## src/rtl/arith_pkg.sv

```systemverilog
// Shared arithmetic definitions: multiplier FSM state encoding and default operand width.
package arith_pkg;

  localparam int ARITH_WIDTH = 8;

  typedef enum logic [1:0] {
    IDLE = 2'd0,
    RUN  = 2'd1,
    DONE = 2'd2
  } mul_state_t;

endpackage

```

## src/rtl/shift_add_dp.sv

```systemverilog
// Shift-add datapath: accumulator, left-shifting multiplicand, right-shifting multiplier.
module shift_add_dp #(
  parameter int WIDTH = 8
) (
  input  logic                 clk,
  input  logic                 rst,
  input  logic                 load,
  input  logic                 step,
  input  logic [WIDTH-1:0]     a,
  input  logic [WIDTH-1:0]     b,
  output logic [2*WIDTH-1:0]   acc_nxt,
  output logic                 mplr_zero
);

  logic [2*WIDTH-1:0] acc;
  logic [2*WIDTH-1:0] mcand;
  logic [WIDTH-1:0]   mplr;

  // Sum of partial products so far; a 2*WIDTH accumulator cannot overflow.
  assign acc_nxt   = mplr[0] ? (acc + mcand) : acc;
  assign mplr_zero = (mplr == '0);

  always_ff @(posedge clk) begin
    if (rst) begin
      acc   <= '0;
      mcand <= '0;
      mplr  <= '0;
    end else if (load) begin
      acc   <= '0;
      mcand <= {{WIDTH{1'b0}}, a};
      mplr  <= b;
    end else if (step) begin
      acc   <= acc_nxt;
      mcand <= mcand << 1;
      mplr  <= mplr >> 1;
    end
  end

endmodule

```

## src/rtl/seq_multiplier.sv

```systemverilog
// Sequential shift-add unsigned multiplier with a one-cycle done strobe.
// Optional early termination on an exhausted multiplier: define SEQ_MUL_EARLY_TERM_EN.
module seq_multiplier
  import arith_pkg::*;
#(
  parameter int WIDTH = ARITH_WIDTH
) (
  input  logic                 clk,
  input  logic                 rst,
  input  logic                 start,
  input  logic [WIDTH-1:0]     a,
  input  logic [WIDTH-1:0]     b,
  output logic                 busy,
  output logic                 done,
  output logic [2*WIDTH-1:0]   product,
  output logic [1:0]           state_dbg
);

  localparam int CNT_W = $clog2(WIDTH) + 1;
  localparam logic [CNT_W-1:0] CNT_LAST = CNT_W'(WIDTH - 1);

  // Handshake: start is a request honoured only in IDLE; done is a single-cycle
  // valid for product with no ready, and product holds until the next done.

  mul_state_t           state, state_nxt;
  logic [CNT_W-1:0]     cnt;
  logic                 load, step, finish;
  logic [2*WIDTH-1:0]   acc_nxt;
  logic                 mplr_zero;

  shift_add_dp #(.WIDTH(WIDTH)) u_dp (
    .clk       (clk),
    .rst       (rst),
    .load      (load),
    .step      (step),
    .a         (a),
    .b         (b),
    .acc_nxt   (acc_nxt),
    .mplr_zero (mplr_zero)
  );

  always_comb begin
    state_nxt = state;
    load      = 1'b0;
    step      = 1'b0;
    finish    = 1'b0;
    case (state)
      IDLE: begin
        if (start) begin
          load      = 1'b1;
          state_nxt = RUN;
        end
      end
      RUN: begin
`ifdef SEQ_MUL_EARLY_TERM_EN
        // No bits left to add: acc_nxt equals acc, so finish without stepping.
        if (mplr_zero) begin
          finish    = 1'b1;
          state_nxt = DONE;
        end else begin
          step = 1'b1;
          if (cnt == CNT_LAST) begin
            finish    = 1'b1;
            state_nxt = DONE;
          end
        end
`else
        step = 1'b1;
        if (cnt == CNT_LAST) begin
          finish    = 1'b1;
          state_nxt = DONE;
        end
`endif
      end
      DONE:    state_nxt = IDLE;
      default: state_nxt = IDLE;
    endcase
  end

  always_ff @(posedge clk) begin
    if (rst) begin
      state   <= IDLE;
      cnt     <= '0;
      product <= '0;
    end else begin
      state <= state_nxt;
      if (load) begin
        cnt <= '0;
      end else if (step) begin
        cnt <= cnt + CNT_W'(1);
      end
      if (finish) begin
        product <= acc_nxt;
      end
    end
  end

  assign busy      = (state == RUN);
  assign done      = (state == DONE);
  assign state_dbg = state;

endmodule

```

## config.mk

```make
export PLATFORM = sky130hd
export DESIGN_NAME = seq_multiplier
export DESIGN_NICKNAME = d
export VERILOG_FILES = /design/src/rtl/arith_pkg.sv /design/src/rtl/shift_add_dp.sv /design/src/rtl/seq_multiplier.sv
export SDC_FILE = /design/constraint.sdc
export NUM_CORES = 1
export LEC_CHECK = 0
export CORE_ASPECT_RATIO = 0.8
export CORE_UTILIZATION = 52
export CTS_BUF_LIST = sky130_fd_sc_hd__clkbuf_8
export CTS_CLUSTER_SIZE = 30
export DETAILED_ROUTE_END_ITERATION = 8
export PLACE_DENSITY = 0.79
export REMOVE_ABC_BUFFERS = 1
export SLEW_MARGIN = 20
export SYNTH_ARGS = -nofsm -noshare
export SYNTH_HDL_FRONTEND = slang
export SYNTH_SLANG_ARGS = --single-unit
```

## constraint.sdc

```tcl
create_clock -name clk -period 2.6 [get_ports clk]
set_clock_uncertainty 0.2 [all_clocks]
set_input_delay 0.52 -clock clk [delete_from_list [all_inputs] [get_ports clk]]
set_output_delay 0.52 -clock clk [all_outputs]
set_load 0.02 [all_outputs]
```

==> flow_metrics.py <==
metrics = {
    "clocking": {
        "hold_buffers": 0,
        "cts_buffer_depth": 2,
        "cts_buffers": 9,
        "cts_sinks": 62,
        "htreeDepth": 3,
        "insertion_delay_ns": 0.34,
        "tritoncts": "yes",
        "clk_pin_slew_ns": 0.07,
        "cts-root-buf": "clkbuf_8",
    },
    "global_route": {
        "grt_pass1_wl_microns": 12900,
        "grt_max_degree": 40,
        "overflow": 0,
        "track_usage_pct": 25.2,
        "gr-usage-met3_pct": 5.77,
        "met1_usage_pct": 33.2,
        "grt.busiest_layer": "met2",
        "met2_usage_pct": 41.1,
        "grt_pass1_vias": 2688,
        "antenna_found_initial": 0,
    },
    "route": {
        "dr.first_iter.drc_count": 174,
        "via_per_inst": 5.68,
        "wirelength_microns": 7790,
        "firstDrtPassIters": 5,
        "final_antenna_net_count": 0,
        "routedWlPerCell_microns": 15.2,
        "drc": 0,
        "num_vias": 2920,
    },
    "die": {
        "dieHeight_microns": 72.4,
        "start_util_pct": 54.3,
        "num_rows": 25,
        "core_sq_mm": 0.00594,
        "chipWidth_microns": 90.0,
        "dieArea_sq_mm": 0.00652,
        "top_level_ports": 39,
    },
    "placed_design": {
        "port_buffers": 38,
        "hpwl_microns": 5440,
        "post-place-ws_ns": 0.0290,
        "gp_congestion": 0.960,
    },
    "logic_synthesis": {
        "synth_edf_count": 0,
        "ys_async_sr_fraction_pct": 0,
        "synth_warnings": 0,
        "ys.flop_type": "dfxtp_1",
        "seq_area_frac_synth_pct": 38.5,
        "synth_area_sq_mm": 0.00322,
        "synth_cell_types": 47,
        "synthCells": 388,
        "ys_ff_latch": 62,
        "syn-mean-instance-area_sq_um": 8.31,
    },
    "run_status": {
        "status": "complete, no violations",
    },
    "layout": {
        "antenna_cells": 0,
        "fillers": 498,
        "syn_to_final_growth_pct": 23.9,
        "final_nets": 464,
        "utilization_pct": 67.2,
        "drive_above_1_share_pct": 11.3,
    },
    "timing": {
        "drv_slew": 0,
        "fin_ws_ns": 0.0748,
        "setup_viol": 0,
        "period_share_pct": 97.1,
        "slew_headroom_pct": 64.4,
        "hold_violations": 0,
        "max_freq_mhz": 396,
        "period_needed_ns": 2.53,
        "worst_pin_slew_ns": 0.533,
        "rsz0062_at_grt": "true",
    },
    "critical_path": {
        "path_max_fanout": 4,
        "arrival_ns": 2.58,
        "crit_start": "u_dp.mcand[0]",
        "cp.required_ns": 2.66,
        "worstSetupStartpointType": "register",
        "worstSetupPathType": "register to register",
        "r2r-start": "u_dp.mcand[0]",
        "cp-end-kind": "register",
    },
    "power": {
        "p_per_area_mw_per_mm2": 552,
        "irDropWorstVdd_mv": 0.440,
        "p_leak_nw": 1.51,
    },
    "hold_path": {
        "holdCritStartpoint": "product[2]",
        "hp-class": "register to register",
    },
    "run": {
        "cap_violations": 0,
    },
}
[Yosys cell counts (5+ instances only)]
cell type	n	share of area, %
o21ai_0	11	1.7
and3_1	5	0.97
a21o_1	5	1.2
mux2i_1	12	3.7
nand3_1	5	0.78
nand2_1	63	7.3
dfxtp_1	62	38
a21oi_1	47	7.3
a22oi_1	14	3.3
ha_1	16	6.2
clkbuf_1	24	2.8
nor3_1	5	0.78
a211oi_1	17	4.0
nor2_1	35	4.1
xnor2_1	12	3.3
[worst max-delay path, stage by stage, from the launching register on]
cell	delay [ns]
dfxtp_1	0.33
ha_1	0.23
fa_2	0.34
a21o_1	0.20
a221oi_4	0.32
o31ai_4	0.12
a31oi_2	0.21
xnor2_1	0.16
mux2i_1	0.10
a211oi_1	0.23
[layout by cell type, fill, tap and decap left out, types with 10 or more instances in the layout]
master,netlist,final
nand2_1,63,63
mux2i_1,12,12
o21ai_0,11,10
clkdlybuf4s50_1,0,38
buf_4,0,19
xnor2_1,12,12
ha_1,16,15
a21oi_1,47,47
clkbuf_8,0,12
nor2_1,35,35
a22oi_1,14,14
dfxtp_1,62,62
a211oi_1,17,17
[worst paths after layout]
| path | endpoint | slack [ns] | cells after the start |
|---|---|---|---|
| hold / removal | product[2] | 0.26 | 2 |
| hold reg to reg | product[2] | 0.26 | 2 |
| setup reg to reg | product[12] | 0.07 | 9 |
| setup / recovery | product[12] | 0.07 | 9 |
[final cells by class]
cell class / instances / area (sq um) / area share [%]
Timing Repair Buffer: 57 / 523 / 13.1
Sequential cell: 62 / 1240 / 31.1
Clock buffer: 12 / 165 / 4.13
Tap cell: 81 / 101 / 2.54
Inverter: 3 / 11.3 / 0.282
Multi-Input combinational cell: 295 / 1890 / 47.2
Clock inverter: 4 / 68.8 / 1.72
[metrics by stage]
step	area, sq um	power [W]	cells	hold WS (ns)	setup TNS, ns
3_5_place_dp	3740	0.00124	497	0.250	0
3_3_place_gp	3740	0.00123	497	0.242	0
6_report	4000	0.00221	514	0.257	0
4_1_cts	3970	0.00221	513	0.260	0
2_1_floorplan	3110	0.00114	360	0.231	-3.43
5_1_grt	4000	0.00229	514	0.276	-0.0433
[state kept, by name, indices dropped and copies added, names as in the netlist]
name / cells
product: 16
u_dp.acc: 16
u_dp.mcand: 16
u_dp.mplr: 8
cnt: 4
state_dbg: 2
[layer usage]
metal  part of all wire, %  up-vias
met1                    47     1348
li1                      -     1463
met5                     0        -
met3                   6.4        8
met2                    45      101
met4                   1.0        0
[cell families (layout without fill, tap and decap cells)]
logic type | count (synthesis) | in the layout | synth area share (%)
and+or+nand+nor | 132 | 132 | 18.0
xor gates and xnor gates | 16 | 16 | 4.35
AOI/OAI and AO/OA | 117 | 117 | 24.4
buffers and inverters | 31 | 76 | 3.76
DFF | 62 | 62 | 38.5
adders and majority gates | 17 | 17 | 6.83
muxes | 13 | 13 | 4.07
[power breakdown]
part	switching [W]	leakage (nW)	internal [W]
registers	0.0000238	0.503	0.000974
clock network	0.000372	0.124	0.000613
logic	0.000129	0.885	0.0000954
total	0.000525	1.51	0.00168
[timing repair]
action | 4_1_cts | 5_1_grt
resized for setup | 0 | 5
endpoints found under the setup margin | 0 | 4
setup buffers | 0 | 1
Note: power is estimated with default switching activity, not from simulation.
